--- src/rtl/xor_hash_stream.sv ---
// Streaming XOR digest: folds keep-masked beats into a HASH_W-bit hash per packet.
// Optional byte counter on out_len when XOR_HASH_BYTECNT_EN is defined.
module xor_hash_stream #(
  parameter int unsigned DATA_W = 64,
  parameter int unsigned HASH_W = 8,
  parameter int unsigned LEN_W  = 16
) (
  input  logic                clk,
  input  logic                rst_n,
  input  logic                in_valid,
  output logic                in_ready,
  input  logic [DATA_W-1:0]   in_data,
  input  logic [DATA_W/8-1:0] in_keep,
  input  logic                in_last,
  output logic                out_valid,
  input  logic                out_ready,
  output logic [HASH_W-1:0]   out_hash
`ifdef XOR_HASH_BYTECNT_EN
  ,
  output logic [LEN_W-1:0]    out_len
`endif
);

  localparam int unsigned KEEP_W = DATA_W / 8;
  localparam int unsigned CHUNKS = DATA_W / HASH_W;

  // Elaboration-time parameter sanity checks.
  if ((DATA_W % HASH_W) != 0) begin : g_bad_data_w
    $error("DATA_W must be a multiple of HASH_W");
  end
  if (HASH_W != 8 && HASH_W != 16 && HASH_W != 32) begin : g_bad_hash_w
    $error("HASH_W must be 8, 16 or 32");
  end
  if (LEN_W == 0) begin : g_bad_len_w
    $error("LEN_W must be non-zero");
  end

  typedef enum logic [1:0] {IDLE, ACCUM, DONE} state_t;

  state_t              state, state_d;
  logic [HASH_W-1:0]   acc, acc_d;
  logic [HASH_W-1:0]   hash_d;
  logic                valid_d;
  logic                ready_d;
  logic [DATA_W-1:0]   masked;
  logic [HASH_W-1:0]   fold;
  logic                accept;

  assign accept = in_valid & in_ready;

  // Zero every byte whose keep bit is clear.
  always_comb begin
    masked = '0;
    for (int k = 0; k < int'(KEEP_W); k++) begin
      masked[8*k +: 8] = in_keep[k] ? in_data[8*k +: 8] : 8'h00;
    end
  end

  always_comb begin
    fold = '0;
    for (int c = 0; c < int'(CHUNKS); c++) begin
      fold = fold ^ masked[c*HASH_W +: HASH_W];
    end
  end

  // Next-state and registered-output logic.
  always_comb begin
    state_d = state;
    acc_d   = acc;
    hash_d  = out_hash;
    valid_d = out_valid;
    ready_d = in_ready;
    case (state)
      IDLE, ACCUM: begin
        if (accept) begin
          if (in_last) begin
            hash_d  = acc ^ fold;
            acc_d   = '0;
            state_d = DONE;
            valid_d = 1'b1;
            ready_d = 1'b0;
          end else begin
            acc_d   = acc ^ fold;
            state_d = ACCUM;
          end
        end
      end
      DONE: begin
        if (out_ready) begin
          state_d = IDLE;
          valid_d = 1'b0;
          ready_d = 1'b1;
        end
      end
      default: begin
        state_d = IDLE;
        acc_d   = '0;
        valid_d = 1'b0;
        ready_d = 1'b1;
      end
    endcase
  end

  always_ff @(posedge clk or negedge rst_n) begin
    if (!rst_n) begin
      state     <= IDLE;
      acc       <= '0;
      out_hash  <= '0;
      out_valid <= 1'b0;
      in_ready  <= 1'b1;
    end else begin
      state     <= state_d;
      acc       <= acc_d;
      out_hash  <= hash_d;
      out_valid <= valid_d;
      in_ready  <= ready_d;
    end
  end

`ifdef XOR_HASH_BYTECNT_EN
  localparam int unsigned PC_W  = $clog2(KEEP_W + 1);
  localparam int unsigned SUM_W = ((LEN_W > PC_W) ? LEN_W : PC_W) + 1;
  localparam logic [LEN_W-1:0] LEN_MAX = '1;

  logic [LEN_W-1:0] cnt, cnt_d, len_d, cnt_sat;
  logic [PC_W-1:0]  pc;
  logic [SUM_W-1:0] sum;

  always_comb begin
    pc = '0;
    for (int k = 0; k < int'(KEEP_W); k++) begin
      pc = pc + PC_W'(in_keep[k]);
    end
  end

  // Saturating add; the last beat's bytes are included in the captured length.
  always_comb begin
    sum     = SUM_W'(cnt) + SUM_W'(pc);
    cnt_sat = (sum > SUM_W'(LEN_MAX)) ? LEN_MAX : LEN_W'(sum);
    cnt_d   = cnt;
    len_d   = out_len;
    if (accept) begin
      if (in_last) begin
        len_d = cnt_sat;
        cnt_d = '0;
      end else begin
        cnt_d = cnt_sat;
      end
    end
  end

  always_ff @(posedge clk or negedge rst_n) begin
    if (!rst_n) begin
      cnt     <= '0;
      out_len <= '0;
    end else begin
      cnt     <= cnt_d;
      out_len <= len_d;
    end
  end
`endif

endmodule

--- config.mk ---
export PLATFORM = sky130hd
export DESIGN_NAME = xor_hash_stream
export DESIGN_NICKNAME = d
export VERILOG_FILES = /design/src/rtl/xor_hash_stream.sv
export SDC_FILE = /design/constraint.sdc
export NUM_CORES = 1
export LEC_CHECK = 0
export ABC_AREA = 1
export BUFFER_PORTS_ARGS = -buffer_cell sky130_fd_sc_hd__buf_2
export CELL_PAD_IN_SITES_DETAIL_PLACEMENT = 0
export CELL_PAD_IN_SITES_GLOBAL_PLACEMENT = 2
export CORE_ASPECT_RATIO = 1.75
export CORE_UTILIZATION = 23
export CTS_CLUSTER_SIZE = 25
export DETAILED_ROUTE_END_ITERATION = 16
export PLACE_DENSITY_LB_ADDON = 0.1
export RECOVER_POWER = 100
export SYNTH_ARGS = -nofsm -noshare
export SYNTH_HDL_FRONTEND = slang
export SYNTH_SLANG_ARGS = --single-unit
--- constraint.sdc ---
create_clock -name clk -period 1.7 [get_ports clk]
set_clock_uncertainty 0.1 [all_clocks]
set_input_delay 0.17 -clock clk [delete_from_list [all_inputs] [get_ports clk]]
set_output_delay 0.17 -clock clk [all_outputs]
set_load 0.01 [all_outputs]
# Word-level counts from Yosys, hierarchy flattened
# Index checks and enable logic that the tools add are counted.
# W data, S select, Z words.
[classes] muxes=23 shift=0 multipliers=0 order_cmp=0 addsub=0 n_reduce_logical=6 eq_ne=5 bitwise=10 n_div=0
[op_table] operator="$mux W8" count=10
[op_table] operator="$xor A8 B8 Y8" count=8
[op_table] operator="$pmux W8 S2" count=1
[op_table] operator="$mux W1" count=6
[op_table] operator="$mux W2" count=3
[op_table] operator="$ne A2 B2 Y1 const B" count=3
[op_table] operator="$reduce_and A3 Y1" count=2
[op_table] operator="$pmux W1 S2" count=2
[op_table] operator="$pmux W2 S2" count=1
[op_table] operator="$reduce_and A2 Y1" count=2
[op_table] operator="$eq A2 B1 Y1 const B" count=1
[op_table] operator="$eq A2 B2 Y1 const B" count=1
[op_table] operator="$logic_not A2 Y1" count=1
[op_table] operator="$reduce_or A2 Y1" count=1
[op_table] operator="$and A1 B1 Y1" count=1
[op_table] operator="$not A1 Y1" count=1
[totals] out_inout_bits=10 regBits=20 input_bits=77 word_cells=49 ramBits=0 romBits=0 latchBits=0 n_memories=0

# Longest topological paths before layout
# Gate-level depths: netlist of run 1.
[logic_depth] word_depth=12 ltp_mapped=13 ltp_nobuf=12

# Least setup slack after synthesis of run 1
# OpenSTA, ideal clock, no wires.
[synth_path] path_type="reg2reg" start="register in_ready" end="register out_hash[0]" slack_ps=152 setup_ps=117 stages_incl_launch_ff=11 period_less_slack_ps=1548 t_arrival_ps=1331 n_path_buf=1 required_time_ps=1483 cell_sequence="dfstp_2 -> nand2_1 -> nand2_2 -> nand2_2 -> nor2_4 -> inv_2 -> nor2_4 -> inv_2 -> buf_6 -> nand2_1 -> nand2_1"
[synth_between] elab_chain_len=2
[synth_rtl] element="from (decl)" line_no="11" rtl="output logic in_ready,"
[synth_rtl] element="from (signal assigned)" line_no="116" rtl="in_ready <= ready_d;"
[synth_rtl] element="$and A1 B1 Y1" line_no="49" rtl="assign accept = in_valid & in_ready;"
[synth_rtl] element="$reduce_and A3 Y1 (no source line)"
[synth_rtl] element="to (signal assigned)" line_no="114" rtl="out_hash <= hash_d;"
[synth_rtl] element="to (decl)" line_no="17" rtl="output logic [HASH_W-1:0] out_hash"
# Every way passes these cells.
# A chain may end at the register's enable or synchronous reset.

# Worst setup path in the final report of run 1
[layout_path] start="register in_ready" end="register out_hash[7]"
# The elaborated chain is that of the path after synthesis.

==> impl_metrics.sql, run 1 <==
INSERT INTO impl_metrics (metric_group, metric, value, unit) VALUES
('run_status', 'status', 'finished clean', ''),
('power', 'power_per_cell_area', '1020', 'mW/mm^2'),
('layout', 'flow.area_growth_from_synthesis', '29.4', '%'),
('min_path', 'hold-path-endpoint', 'state[1]$_DFFE_PN0P_', ''),
('sta', 'worstMarginPinSlew', '0.728', 'ns'),
('min_path', 'min-delay-path-class', 'in -> reg', ''),
('worst_setup_path', 'cell_seen_most_often_among_critical_path_stages', 'nand2_1', ''),
('die', 'coreArea', '0.00878', 'mm^2'),
('yosys', 'yosys.area_share.adder', '0', '%'),
('yosys', 'yosys_register_bits', '20', ''),
('power', 'max-vdd-ir-drop', '456', 'uV'),
('detailed_routing', 'met2WireLength', '3.02', 'mm'),
('layout', 'final_net_count', '545', ''),
('worst_setup_path', 'crit_chain', 'nand2_1 > nand2_2 > nand2_2 > nor2_4 > inv_2 > nor2_4 > inv_2 > nand2_1 > nand2_1', ''),
('worst_setup_path', 'regToRegSetupSlack', '0.17', 'ns'),
('worst_setup_path', 'cp-end-kind', 'register', ''),
('sta', 'fin_crit_sh', '90.0', '%'),
('worst_setup_path', 'regToRegStartpoint', 'in_ready$_DFFE_PN1P_', ''),
('placed_design', 'place.detailed.hpwl', '5.10', 'mm'),
('detailed_routing', 'topRoutingLayerUsed', 'met4', ''),
('yosys', 'ys_warn_count', '0', ''),
('detailed_routing', 'detail_route.vias_per_cell', '3.87', ''),
('min_path', 'hold-path-cell-count', '3', ''),
('layout', 'final-instance-count-excl-fill', '584', ''),
('layout', 'n_antenna_cell', '0', ''),
('worst_setup_path', 'timing.critical_path.max_delay_family', 'simple AND/OR/NAND/NOR gates', ''),
('layout', 'layout_commonest_cell', 'nand2_1', ''),
('yosys', 'ys_seq_area_share', '23.9', '%'),
('worst_setup_path', 'required', '1.74', 'ns'),
('sta', 'fmax', '0.654', 'GHz'),
('sta', 'final-setup-viol-count', '0', ''),
('sta', 'slew_viols_final', '0', ''),
('yosys', 'synth_top_cell_area_share', '39.2', '%'),
('yosys', 'post_synth_xor_area_fraction', '11.3', '%'),
('detailed_routing', 'drt_first_iter_violations', '74', ''),
('detailed_routing', 'wire_per_inst', '10.1', 'um'),
('placed_design', 'inst_count_dp', '579', ''),
('layout', 'drive_above_1_share', '18.8', '%'),
('yosys', 'synthesis.area_per_instance', '5.48', 'um^2'),
('global_route', 'grt_antenna_before_repair', '0', ''),
('sta', 'hold_violations', '0', ''),
('die', 'start_util', '23.9', '%'),
('detailed_routing', 'drt_pre_antenna_iters', '4', ''),
('detailed_routing', 'totalWireLength', '5.90', 'mm'),
('sta', 'totalNegativeSetupSlack', '0', 'ns'),
('yosys', 'yosys.cell_types.count', '19', ''),
('worst_setup_path', 'worst-endpoint-arrival', '1.57', 'ns'),
('detailed_routing', 'routed-via-count', '2262', ''),
('clock_tree', 'post-cts-setup-buffers', '0', ''),
('layout', 'fill_cells', '1044', ''),
('placed_design', 'place.gp.congestion', '0.761', ''),
('power', 'p_leak', '1.75', 'nW'),
('clock_tree', 'worst_skew_pair.late_latency', '0.25', 'ns'),
('yosys', 'compound_cell_area_share_of_the_yosys_netlist', '0.835', '%'),
('layout', 'most-common-layout-cells', 'nand2_1 (219), buf_2 (75), inv_1 (54), nand3_1 (37)', ''),
('yosys', 'synth_top_family_by_area', 'simple AND/OR/NAND/NOR gates', ''),
('die', 'die-width', '74.2', 'um'),
('worst_setup_path', 'reg2reg_depth', '9', ''),
('yosys', 'synth.area.top_cells', 'nand2_1 (39%), dfrtp_1 (23%), inv_1 (9.7%)', ''),
('sta', 'timing.final.crit_period', '1.53', 'ns'),
('yosys', 'synth_fp_nets', '460', ''),
('clock_tree', 'cts_tree', 'built', ''),
('sta', 'grt_setup_unrepaired', 'false', ''),
('yosys', 'post-synth-top-area-cell', 'nand2_1', ''),
('yosys', 'synth_mux_area_share', '0', '%'),
('clock_tree', 'clkSinkCount', '20', ''),
('yosys', 'mappedNetlistArea', '0.00210', 'mm^2'),
('detailed_routing', 'met3_wirelength', '276', 'um'),
('worst_setup_path', 'timing_worst_setup_path_type', 'reg -> reg', ''),
('detailed_routing', 'wl_met1', '2.57', 'mm'),
('placed_design', 'port_buffers', '86', '');
[Yosys cell counts (all sizes together)]
cell type    n
nand3       37
a21oi        1
nand4        1
o21a         1
xnor2        8
dfrtp       19
nor2         7
inv         56
nor3         1
xor2        19
nand2      221
buf          9
dfstp        1
o21ai        1
nand3b       1
[power by group]
group | switching (W) | internal [W] | total, W | leakage (nW)
combinational | 0.000879 | 0.000538 | 0.00142 | 1.46
sequential | 0.000163 | 0.000711 | 0.000875 | 0.255
clock | 0.000158 | 0.000319 | 0.000477 | 0.0382
[kinds of logic after synthesis]
family / count (synthesis)
AO/OA/AOI/OAI: 3
flip-flops: 20
XOR/XNOR: 27
AND/OR/NAND/NOR: 268
buffers and inverters: 65
[tightest hold or removal path, cell delays in order]
cell	delay [ns]
buf_2	0.07
nand3b_1	0.13
nand2_1	0.06
[final cells by class]
type                            count  area [um^2]  area share, %
Clock buffer                        4         78.8           2.90
Timing Repair Buffer               89          443           16.3
Sequential cell                    20          502           18.5
Multi-Input combinational cell    298         1330           49.1
Tap cell                          117          146           5.39
Inverter                           56          210           7.75
[layer usage]
layer	vias up	GRT usage [%]
li1	1298	-
met1	907	16.1
met2	55	24.6
met3	2	1.73
met4	0	2.71
met5	-	0
[timing repair]
action                                 in CTS  in global routing
endpoints found under the hold margin      19                  0
hold buffers                                1                  0
gates resized for setup                     0                  0
[metrics by stage]
step                      worst slack, ns  instance area (um^2)  hold WS (ns)  power (W)
final                               0.170                  2710         0.123    0.00277
after global routing               0.0246                  2710         0.126    0.00306
after CTS                           0.151                  2730         0.125    0.00284
after detailed placement            0.169                  2640        0.0450    0.00234
after global placement              0.177                  2640        0.0437    0.00233
after floorplan                     0.152                  2100        -0.226    0.00189
[how the worst max path moves through the flow]
stage                          from                      end  slack [ns]  depth (start not counted)
2_1_floorplan  in_ready$_DFFE_PN1P_  out_hash[0]$_DFFE_PN0P_        0.15                         10
3_3_place_gp   state[1]$_DFFE_PN0P_       acc[6]$_DFFE_PN0P_        0.18                          4
3_5_place_dp   in_ready$_DFFE_PN1P_  out_hash[7]$_DFFE_PN0P_        0.17                          9
4_1_cts        in_ready$_DFFE_PN1P_  out_hash[7]$_DFFE_PN0P_        0.15                          9
5_1_grt        in_ready$_DFFE_PN1P_  out_hash[2]$_DFFE_PN0P_        0.02                          9
6_report       in_ready$_DFFE_PN1P_  out_hash[7]$_DFFE_PN0P_        0.17                          9
[registers in the layout, indices dropped and copies added (netlist names)]
name / cells
acc: 8
out_hash: 8
state: 2
in_ready: 1
out_valid: 1
Power figures use the tool's default switching activity.
==> inputs of run 2 (changes only) <==
--- a/config.mk
+++ b/config.mk
@@ -13,7 +13,7 @@
 export CORE_UTILIZATION = 23
 export CTS_CLUSTER_SIZE = 25
 export DETAILED_ROUTE_END_ITERATION = 16
-export PLACE_DENSITY_LB_ADDON = 0.1
+export PLACE_DENSITY_LB_ADDON = 0.3
 export RECOVER_POWER = 100
 export SYNTH_ARGS = -nofsm -noshare
 export SYNTH_HDL_FRONTEND = slang
==> impl_metrics.sql, run 2 (synthesis gave the netlist of run 1 again) <==
INSERT INTO impl_metrics (metric_group, metric, value, unit) VALUES
('power', 'power_per_cell_area', '1030', 'mW/mm^2'),
('die', 'die_area', '0.00952', 'mm^2'),
('worst_setup_path', 'timing.critical_path.max_delay_family', 'simple AND/OR/NAND/NOR gates', ''),
('clock_tree', 'clkSinkCount', '20', ''),
('sta', 'finalWorstSetupSlack', '0.188', 'ns'),
('clock_tree', 'worst_skew_pair.late_latency', '0.25', 'ns'),
('layout', 'post-route-cell-area', '0.00271', 'mm^2'),
('power', 'p_leak', '1.75', 'nW'),
('power', 'combPwrFrac', '50.7', '%'),
('global_route', 'grt-ovfl-total', '0', ''),
('worst_setup_path', 'cp-end-kind', 'register', ''),
('detailed_routing', 'wire_per_inst', '10.2', 'um'),
('layout', 'final-instance-count-excl-fill', '584', ''),
('run', 'max_cap_viol_count', '0', ''),
('worst_setup_path', 'regToRegSetupSlack', '0.19', 'ns'),
('clock_tree', 'cts_buffer_depth', '2', ''),
('placed_design', 'placed_area', '0.00264', 'mm^2'),
('worst_setup_path', 'worst_path_largest_cell_delay', '0.54', 'ns'),
('sta', 'worstMarginPinSlew', '0.649', 'ns'),
('die', 'start_util', '23.9', '%'),
('power', 'seq_power_share', '31.5', '%'),
('die', 'die-width', '74.2', 'um'),
('die', 'cell_rows', '45', ''),
('power', 'power_report.internal_total', '0.00157', 'W'),
('placed_design', 'place.gp.congestion', '0.744', ''),
('worst_setup_path', 'critical_path.startpoint_type', 'register', ''),
('sta', 'fin_crit_sh', '88.9', '%'),
('global_route', 'grt_start_max_net_pins', '21', ''),
('layout', 'most-common-layout-cells', 'nand2_1 (220), buf_2 (75), inv_1 (54), nand3_1 (37)', ''),
('sta', 'fmax', '0.662', 'GHz'),
('detailed_routing', 'routed-via-count', '2324', ''),
('power', 'power.net_switching', '0.00122', 'W'),
('clock_tree', 'cts_tree', 'built', ''),
('placed_design', 'port_buffers', '86', ''),
('detailed_routing', 'detail_route.vias_per_cell', '3.98', ''),
('detailed_routing', 'remaining_drc_errors', '0', ''),
('clock_tree', 'root_buffer', 'clkbuf_16', ''),
('clock_tree', 'cts-htree-levels', '1', ''),
('sta', 'timing.final.crit_period', '1.51', 'ns'),
('sta', 'slew_viols_final', '0', ''),
('sta', 'totalNegativeSetupSlack', '0', 'ns'),
('detailed_routing', 'ant_nets', '0', ''),
('layout', 'drive_above_1_share', '18.6', '%'),
('placed_design', 'inst_count_dp', '579', ''),
('clock_tree', 'clk_pin_slew_worst_paths', '0.05', 'ns'),
('power', 'totalPowerFinal', '0.00278', 'W'),
('clock_tree', 'cts_made_buffers', '3', ''),
('worst_setup_path', 'required', '1.75', 'ns'),
('worst_setup_path', 'crit_slowest_cell', 'dfstp_2', ''),
('layout', 'layout_top_registers', 'acc x8, out_hash x8, state x2', ''),
('sta', 'max_slew_margin', '56.4', '%'),
('layout', 'fill_cells', '1036', ''),
('detailed_routing', 'totalWireLength', '5.98', 'mm'),
('layout', 'flow.area_growth_from_synthesis', '29.3', '%'),
('layout', 'layout_commonest_cell', 'nand2_1', ''),
('run_status', 'status', 'finished clean', ''),
('global_route', 'first_global_vias', '2277', ''),
('die', 'die_height', '128', 'um'),
('worst_setup_path', 'cell_seen_most_often_among_critical_path_stages', 'nand2_1', ''),
('placed_design', 'detailedPlace.worstSlack', '0.197', 'ns'),
('worst_setup_path', 'timing.critical_path.buf_inv', '2', ''),
('global_route', 'grt_antenna_before_repair', '0', ''),
('worst_setup_path', 'worst-endpoint-arrival', '1.56', 'ns'),
('sta', 'grt_setup_unrepaired', 'false', ''),
('worst_setup_path', 'timing.critical_path.fanout_max', '11', ''),
('placed_design', 'place.detailed.hpwl', '5.25', 'mm'),
('die', 'top_ports', '87', ''),
('global_route', 'grtUsageTotal', '13.5', '%'),
('clock_tree', 'post-cts-setup-buffers', '0', ''),
('clock_tree', 'post_cts_resize_count', '0', ''),
('layout', 'n_antenna_cell', '0', ''),
('die', 'coreArea', '0.00878', 'mm^2'),
('power', 'max-vdd-ir-drop', '373', 'uV'),
('detailed_routing', 'drt_pre_antenna_iters', '4', ''),
('detailed_routing', 'drt_first_iter_violations', '85', ''),
('global_route', 'grt_first_pass_wirelength', '10.0', 'mm'),
('worst_setup_path', 'timing_worst_setup_path_type', 'reg -> reg', ''),
('power', 'p_sw_share', '43.8', '%'),
('sta', 'hold_violations', '0', ''),
('sta', 'final-setup-viol-count', '0', ''),
('power', 'clkPwrFrac', '17.7', '%'),
('worst_setup_path', 'crit_chain', 'nand2_1 > nand2_1 > nand2_2 > nor2_4 > inv_2 > nor2_4 > inv_2 > nand2_1 > nand2_1', ''),
('layout', 'final_net_count', '545', ''),
('min_path', 'min-delay-path-class', 'in -> reg', '');
-- run 2: cell counts in the layout (fill, tap and decap cells not counted) --
Identical to the previous run, type by type.
-- run 2: power by group through the flow --
stage | clock network, W | registers [W] | logic [W]
4_1_cts | 0.000505 | 0.000881 | 0.00148
3_5_place_dp | 0 | 0.000884 | 0.00147
6_report | 0.000494 | 0.000878 | 0.00141
5_1_grt | 0.000513 | 0.000909 | 0.00166
3_3_place_gp | 0 | 0.000885 | 0.00145
2_1_floorplan | 0 | 0.000901 | 0.000992
-- run 2: final timing paths --
kind	start	end	depth (start not counted)
hold reg to reg	out_hash[2]$_DFFE_PN0P_	out_hash[2]$_DFFE_PN0P_	2
hold / removal	out_ready	state[1]$_DFFE_PN0P_	3
max in group asynchronous	rst_n	in_ready$_DFFE_PN1P_	2
setup / recovery	in_ready$_DFFE_PN1P_	out_hash[6]$_DFFE_PN0P_	9
min in group asynchronous	rst_n	acc[1]$_DFFE_PN0P_	2
setup reg to reg	in_ready$_DFFE_PN1P_	out_hash[6]$_DFFE_PN0P_	9
-- run 2: area by class of cell --
| class | count | area (um^2) | share of cell area, % |
|---|---|---|---|
| tap | 117 | 146 | 5.40 |
| inverter | 56 | 210 | 7.75 |
| clock buffer | 4 | 78.8 | 2.91 |
| multi-input combinational | 298 | 1330 | 49.1 |
| timing repair buffer | 89 | 443 | 16.3 |
| sequential | 20 | 502 | 18.5 |
-- run 2: worst reg2reg max path: stages (launching register included) --
cell and delay, ns:
dfstp_2 0.54, nand2_1 0.06, nand2_1 0.08, nand2_2 0.08, nor2_4 0.12, inv_2 0.06, nor2_4 0.12, inv_2 0.11
nand2_1 0.09, nand2_1 0.05
-- run 2: through the flow --
stage / utilization, % / hold slack (ns)
3_3_place_gp: 30.0 / 0.0464
4_1_cts: 31.0 / 0.135
6_report: 30.9 / 0.129
5_1_grt: 30.9 / 0.163
3_5_place_dp: 30.0 / 0.0458
2_1_floorplan: - / -0.226
-- run 2: repair_timing --
item | in CTS | in global routing
setup endpoints to repair | 0 | 0
hold buffers | 1 | 0
endpoints found under the hold margin | 19 | 0
-- run 2: layer usage --
metal  wire [um]  GRT usage [%]  share of wire [%]  up-vias
li1            -              -                  -     1302
met4          92           4.64                1.5        0
met1        2530           14.8                 42      958
met5           0              0                  0        -
met3         209           1.10                3.5        5
met2        3150           26.0                 53       59
